[src/rtl/wb_result_mux_pipe.sv]
// N-way write-back result selector with destination sideband, registered through a 2-entry skid buffer.
// Optional select-range checker (sel_err output) enabled by defining WB_RESULT_MUX_SELCHK_EN.
module wb_result_mux_pipe #(
  parameter int WIDTH   = 32,
  parameter int NUM_SRC = 4,
  parameter int REG_AW  = 5,
  localparam int SEL_W  = $clog2(NUM_SRC)
) (
  input  logic                     clk,
  input  logic                     rst_n,
  input  logic [NUM_SRC*WIDTH-1:0] src_data,
  input  logic [SEL_W-1:0]         src_sel,
  input  logic [REG_AW-1:0]        in_rd,
  input  logic                     in_regwrite,
  input  logic                     in_valid,
  output logic                     in_ready,
  output logic [WIDTH-1:0]         wb_data,
  output logic [REG_AW-1:0]        wb_rd,
  output logic                     wb_we,
  output logic                     out_valid,
  input  logic                     out_ready
`ifdef WB_RESULT_MUX_SELCHK_EN
  ,
  output logic                     sel_err
`endif
);

  logic              mainValid_q, mainValid_d;
  logic [WIDTH-1:0]  mainData_q, mainData_d;
  logic [REG_AW-1:0] mainRd_q, mainRd_d;
  logic              mainWe_q, mainWe_d;
  logic              skidValid_q, skidValid_d;
  logic [WIDTH-1:0]  skidData_q, skidData_d;
  logic [REG_AW-1:0] skidRd_q, skidRd_d;
  logic              skidWe_q, skidWe_d;

  logic [WIDTH-1:0]  selData;
  logic              inWe;
  logic              accept;
  logic              pop;

  assign accept = in_valid && in_ready;
  assign pop    = mainValid_q && out_ready;

  // Out-of-range selects fall through every compare and leave the data at zero.
  always_comb begin
    selData = '0;
    for (int k = 0; k < NUM_SRC; k++) begin
      if (int'(src_sel) == k) selData = src_data[k*WIDTH +: WIDTH];
    end
  end

`ifdef WB_RESULT_MUX_SELCHK_EN
  logic selOor;
  logic selErr_q;

  assign selOor = (int'(src_sel) >= NUM_SRC);
  assign inWe   = in_regwrite && (in_rd != '0) && !selOor;

  always_ff @(posedge clk or negedge rst_n) begin
    if (!rst_n) selErr_q <= 1'b0;
    else if (accept && selOor) selErr_q <= 1'b1;
  end

  assign sel_err = selErr_q;
`else
  assign inWe = in_regwrite && (in_rd != '0);
`endif

  // Main register refills from the skid first, so ordering stays FIFO.
  always_comb begin
    mainValid_d = mainValid_q;
    mainData_d  = mainData_q;
    mainRd_d    = mainRd_q;
    mainWe_d    = mainWe_q;
    skidValid_d = skidValid_q;
    skidData_d  = skidData_q;
    skidRd_d    = skidRd_q;
    skidWe_d    = skidWe_q;
    if (!mainValid_q || pop) begin
      if (skidValid_q) begin
        mainValid_d = 1'b1;
        mainData_d  = skidData_q;
        mainRd_d    = skidRd_q;
        mainWe_d    = skidWe_q;
        skidValid_d = 1'b0;
      end else if (accept) begin
        mainValid_d = 1'b1;
        mainData_d  = selData;
        mainRd_d    = in_rd;
        mainWe_d    = inWe;
      end else begin
        mainValid_d = 1'b0;
      end
    end else if (accept) begin
      skidValid_d = 1'b1;
      skidData_d  = selData;
      skidRd_d    = in_rd;
      skidWe_d    = inWe;
    end
  end

  always_ff @(posedge clk or negedge rst_n) begin
    if (!rst_n) begin
      mainValid_q <= 1'b0;
      mainData_q  <= '0;
      mainRd_q    <= '0;
      mainWe_q    <= 1'b0;
      skidValid_q <= 1'b0;
      skidData_q  <= '0;
      skidRd_q    <= '0;
      skidWe_q    <= 1'b0;
    end else begin
      mainValid_q <= mainValid_d;
      mainData_q  <= mainData_d;
      mainRd_q    <= mainRd_d;
      mainWe_q    <= mainWe_d;
      skidValid_q <= skidValid_d;
      skidData_q  <= skidData_d;
      skidRd_q    <= skidRd_d;
      skidWe_q    <= skidWe_d;
    end
  end

  assign in_ready  = !skidValid_q;
  assign out_valid = mainValid_q;
  assign wb_data   = mainData_q;
  assign wb_rd     = mainRd_q;
  assign wb_we     = mainWe_q;

endmodule
[config.mk]
export PLATFORM = sky130hd
export DESIGN_NAME = wb_result_mux_pipe
export DESIGN_NICKNAME = d
export VERILOG_FILES = /design/src/rtl/wb_result_mux_pipe.sv
export SDC_FILE = /design/constraint.sdc
export NUM_CORES = 1
export LEC_CHECK = 0
export ABC_AREA = 1
export CAP_MARGIN = 20
export CORE_MARGIN = 2
export CORE_UTILIZATION = 45
export CTS_BUF_LIST = sky130_fd_sc_hd__clkbuf_2 sky130_fd_sc_hd__clkbuf_4 sky130_fd_sc_hd__clkbuf_8
export CTS_CLUSTER_DIAMETER = 30
export DETAILED_ROUTE_END_ITERATION = 10
export GPL_TIMING_DRIVEN = 0
export PLACE_DENSITY = 0.84
export SYNTH_ARGS = -nofsm -noshare
export SYNTH_HDL_FRONTEND = slang
export SYNTH_SLANG_ARGS = --single-unit
[constraint.sdc]
create_clock -name clk -period 1.55 [get_ports clk]
set_clock_uncertainty 0.1 [all_clocks]
set_input_delay 0.31 -clock clk [delete_from_list [all_inputs] [get_ports clk]]
set_output_delay 0.31 -clock clk [all_outputs]
set_load 0.03 [all_outputs]
* Word-level counts from Yosys, hierarchy flattened
Cells that the tools add are included.
Cells by class: equal/unequal tests 3, multiplexer cells 14, bitwise gates (word level) 1, reduce and logical (&&, ||, !) cells 12
Operators by type and width (number):
- 2-to-1 mux 32 bit | 6
- 2-to-1 mux 5 bit | 2
- 2-to-1 mux 1 bit | 6
- nonzero test 5 bit | 1
- equality test 2 bit (second input constant) | 2
- AND reduction 2 bit | 2
- nonzero test 2 bit | 2
- logical AND 1 bit | 3
- equality test 2 x 1 -> 1 bit (second input constant) | 1
- logical NOT 1 bit | 2
- logical NOT 2 bit | 1
- logical OR 1 bit | 1
- NOT 1 bit | 1
Word-level totals: register bits after elaboration 78, input port bits 140, output and inout bits 40, logic and storage cells 38

* Longest topological paths before layout
depth after elaboration 7, depth in mapped cells 9, depth with buffers taken out 7

* Worst setup path after synthesis
Ideal clock, no wire load.
path type register to register, start register skidValid_q, end register mainData_q[0] (netlist: wb_data[0]), setup time 117 ps, arrival 1279 ps, required time 1333 ps, slack 54 ps, stages on the path, launching flop included 7, path buffers 2, period minus slack after synthesis 1496 ps, path through dfrtp_1 buf_2 inv_2 clkbuf_1 nand2_1 nand2_1 nand2_1
Between the ends: longest elaborated chain between the ends 4, elaborated cells on any way between the ends 5, classes of those cells 1 x mux; 4 x reduce/logical
Ends and longest elaborated chain:
- from (decl) | RTL line 32 | logic skidValid_q, skidValid_d;
- from (signal assigned) | RTL line 118 | skidValid_q <= skidValid_d;
- logical NOT 1 bit | RTL line 125 | assign in_ready = !skidValid_q;
- named net in_ready | RTL line 16 | output logic in_ready,
- logical AND 1 bit | RTL line 42 | assign accept = in_valid && in_ready;
- nonzero test 2 bit (no source line)
- AND reduction 2 bit (no source line)
- to (signal assigned) | RTL line 115 | mainData_q <= mainData_d;
- to (decl) | RTL line 29 | logic [WIDTH-1:0] mainData_q, mainData_d;
The timed path passes the listed nets, and every way through them passes these cells. A chain may end at the register's enable or synchronous reset.

* Worst setup path after layout
start register skidValid_q, end output in_ready
Between the ends: longest elaborated chain between the ends 1
Ends and longest elaborated chain (RTL line):
- logical NOT 1 bit | 125
- to (decl) | 16
Every way passes these cells.

==> results.rst <==
.. list-table::
   :header-rows: 1

   * - Metric
     - Value
   * - Result of the run
     - completed
   * - Share of the clock period used by the worst path after layout
     - just under 100%
   * - Cell count after synthesis
     - 627
   * - Port bufs
     - 178
   * - Overall power of the completed layout
     - around 7 mW
   * - Total via count after detailed routing
     - around 5000
   * - Fraction of power spent switching nets
     - between 30 and 40%
   * - CP max FO
     - 5
   * - Max capacitance violation total
     - 0
   * - Kind of end point of the critical path
     - output pin
   * - Number of nets in the synthesized netlist
     - roughly 770
   * - Power per cell area
     - roughly 1000 nW/µm²
   * - Slew at the pin with the worst max-slew slack
     - a little under 600 ps
   * - Sequential-to-total area share from yosys stat
     - between 40% and 50%
   * - Number of antenna violations at the first check in global routing
     - 1
   * - Final wirelength
     - around 16000 µm
   * - Net Switching
     - approximately 2.3 mW
   * - Setup slack of the critical path after layout
     - about 14 ps
   * - Initial drt markers
     - 216
   * - Half-perimeter wire length after placement
     - 11400 µm
   * - Total standard cell area after synthesis
     - roughly 4300 µm²
   * - Number of endpoints with negative hold slack in the final report
     - 0
   * - Routability cong.
     - between 0.8 and 0.9
   * - Data arrival at the endpoint of the critical path
     - about 1100 ps
   * - Highest achievable clock rate
     - 0.651 GHz
   * - Worst reg2reg path depth
     - 7
   * - Initial core utilization
     - a little under half
   * - Max stage delay on crit path
     - 440 ps
   * - Design area
     - about 6700 µm²
   * - Clock group share of total power
     - 27.1%
   * - Synthesis Warnings
     - 0
   * - DRC Markers
     - 0
   * - Ratio of cells with drive above 1 in the final layout
     - between 10% and 20%
   * - Routed via count divided by cell count
     - around 5.2
   * - Net total in the final layout
     - 965
   * - Worst path bufs/invs
     - 3
   * - Maximum number of pins on one net before global-route repair
     - 71
   * - Clock Path Buffers
     - 2
   * - Internal
     - between 4 and 5 mW
   * - CP max-delay cell
     - sky130_fd_sc_hd__dfrtp_2
   * - Post-DP Area
     - around 6300 µm²
   * - VDD IR-drop max
     - approximately 550 µV
   * - Die width
     - between 100 and 150 µm
   * - Via count of the first global-routing pass
     - ~4900
   * - WHS
     - 195 ps
   * - Final Max Slew Viols
     - 0
   * - Number of buffers created by CTS
     - 9
   * - Synthesis-to-layout area growth
     - 54.9%
   * - Clock root buffer master
     - sky130_fd_sc_hd__clkbuf_8
   * - Share of the core filled with cells
     - approximately 72%
   * - Count of clock tree sinks
     - 78
   * - Worst Hold Class
     - in2reg
   * - Vertical die dimension
     - a little over 100 µm
   * - Unrepaired setup endpoints after global routing
     - true
   * - Wire length of the first global-routing pass
     - between 20000 and 25000 µm
   * - Flip-flop and latch count after synthesis
     - 78
   * - Count of cell instances traversed by the critical path
     - 3
   * - Final antenna-violating net count
     - 0
   * - Largest delay share family, worst path
     - flip-flops
   * - GRT Total Usage
     - about 30%
   * - Headroom to the max-slew limit
     - slightly above 60%
   * - Portion of total power attributed to combinational logic
     - 33.7%
   * - Post-synthesis cell type count
     - 18
   * - Core box area
     - ~9300 µm²
   * - Sequential share of power
     - around 39%
   * - Final min period
     - about 1500 ps
   * - TritonCTS clock tree
     - yes
   * - Total die area
     - 10400 µm²
   * - Number of iterations in the first detailed-routing pass
     - 5
   * - Hold depth
     - 3
   * - Cell chain of the critical path
     - inv_4, clkbuf_16, buf_8
   * - Placement Setup Slack
     - -724 ps
   * - Core Rows
     - 35
   * - Critical path startpoint category
     - register
   * - Overflow left after global routing
     - 0
   * - Final routed wire length divided by cell count
     - about 16 µm
   * - Clock insertion delay at the later pin of the skew report
     - 350 ps
   * - Worst path required time
     - approximately 1100 ps
   * - Path type of the worst setup path
     - reg2out
   * - Avg Cell Area, Syn
     - 6.89 µm²
   * - Clock slew seen by the registers of the worst setup and hold paths
     - ~90 ps
   * - Number of setup violations in the final report
     - 0
   * - Number of H-tree branching levels
     - 3
   * - Leakage power of the design
     - 3.27 nW
   * - I/O pin count
     - 180
## synthesized netlist by cell type, drive strengths merged
cell type	count	share of area (%)
nand2	244	21
nand4	2	0.29
a21oi	2	0.23
or2	32	4.6
o21ai	71	8.2
nand3	65	7.5
a31oi	5	0.72
clkbuf	18	1.6
dfrtp	78	45
buf	26	3.1
nor2	74	6.5
inv	10	0.87
## placed cells by master, fill, tap and decap left out, types with 2 or more instances in the layout
cell,netlist,layout
sky130_fd_sc_hd__clkdlybuf4s50_1,0,135
sky130_fd_sc_hd__clkdlybuf4s15_1,0,20
sky130_fd_sc_hd__buf_2,21,10
sky130_fd_sc_hd__or2_1,12,12
sky130_fd_sc_hd__inv_2,4,3
sky130_fd_sc_hd__buf_6,0,4
sky130_fd_sc_hd__bufinv_16,0,3
sky130_fd_sc_hd__dfrtp_1,78,77
sky130_fd_sc_hd__buf_4,3,18
sky130_fd_sc_hd__or2_0,20,20
sky130_fd_sc_hd__clkbuf_2,0,18
sky130_fd_sc_hd__nand2_1,244,241
sky130_fd_sc_hd__nand4_1,2,2
sky130_fd_sc_hd__nor2_1,73,73
sky130_fd_sc_hd__o21ai_1,53,56
sky130_fd_sc_hd__clkbuf_4,0,2
sky130_fd_sc_hd__dlygate4sd2_1,0,13
sky130_fd_sc_hd__o21ai_0,18,14
sky130_fd_sc_hd__nand3_1,65,65
sky130_fd_sc_hd__clkbuf_8,0,13
sky130_fd_sc_hd__inv_1,6,6
sky130_fd_sc_hd__a31oi_1,5,5
sky130_fd_sc_hd__nand2_2,0,3
sky130_fd_sc_hd__clkbuf_1,18,3
sky130_fd_sc_hd__a21oi_1,2,2
## metal layers
| metal | wire (µm) | track usage (%) |
|---|---|---|
| met2 | 7580 | 50.9 |
| met3 | 1590 | 7.80 |
| met5 | 0 | 0 |
| met1 | 5980 | 34.8 |
| met4 | 426 | 13.7 |
## stage by stage
stage          TNS [ps]  instances
2_1_floorplan         0        627
3_3_place_gp    -241730        934
3_5_place_dp     -39930        935
4_1_cts           -22.4        957
5_1_grt           -22.3        960
6_report              0        960
## worst paths after layout
| path | start | endpoint | slack [ps] |
|---|---|---|---|
| max in group asynchronous | rst_n | wb_data[19]$_DFFE_PN0P_ | 540 |
| max reg2reg | skidValid_q$_DFFE_PN0P_ | wb_data[28]$_DFFE_PN0P_ | 60 |
| min in group asynchronous | rst_n | wb_rd[0]$_DFFE_PN0P_ | 240 |
| min | in_valid | out_valid$_DFFE_PN0P_ | 190 |
| max | skidValid_q$_DFFE_PN0P_ | in_ready | 10 |
| min reg2reg | wb_data[12]$_DFFE_PN0P_ | wb_data[12]$_DFFE_PN0P_ | 380 |
## sequential cells by signal, indices dropped and copies added (netlist names)
| register | cells |
|---|---|
| skidWe_q | 1 |
| wb_rd | 5 |
| skidData_q | 32 |
| out_valid | 1 |
| wb_we | 1 |
| skidValid_q | 1 |
| skidRd_q | 5 |
| wb_data | 32 |
## tightest hold or removal path: stages
cell                             delay, ps
sky130_fd_sc_hd__dlymetal6s2s_1        170
sky130_fd_sc_hd__nor2_1                 80
sky130_fd_sc_hd__nand2_1                60
## kinds of logic after synthesis
logic type	Yosys count	synth area share (%)
AO/OA/AOI/OAI	78	9.18
buffers and inverters	54	5.56
AND/OR/NAND/NOR	417	40.1
flip-flops	78	45.2
## final cells by class
type | instances | area, µm²
Fill cell | 754 | 2590
Clock buffer | 11 | 145
Antenna cell | 1 | 2.50
Buffer | 42 | 299
Inverter | 10 | 40.0
Tap cell | 129 | 161
Sequential cell | 78 | 1950
Multi-Input combinational cell | 495 | 2150
Timing Repair Buffer | 189 | 1840
Clock inverter | 5 | 106
## power groups by stage
stage	clock, mW	combinational, mW	sequential, mW
floorplan	0	0.826	3.13
global placement	0	2.32	2.72
detailed placement	0	2.38	2.74
CTS	1.89	2.29	2.69
global route	1.99	2.54	2.76
finish	1.88	2.33	2.71
## timing repair
action                     CTS  global route
pin swaps                    2             1
hold endpoints to repair    69             0
hold buffers                 1             0
setup endpoints to repair  116            94
gates resized for setup     82            59
buffers inserted             6             3
Note: power is estimated with default switching activity, not from simulation.
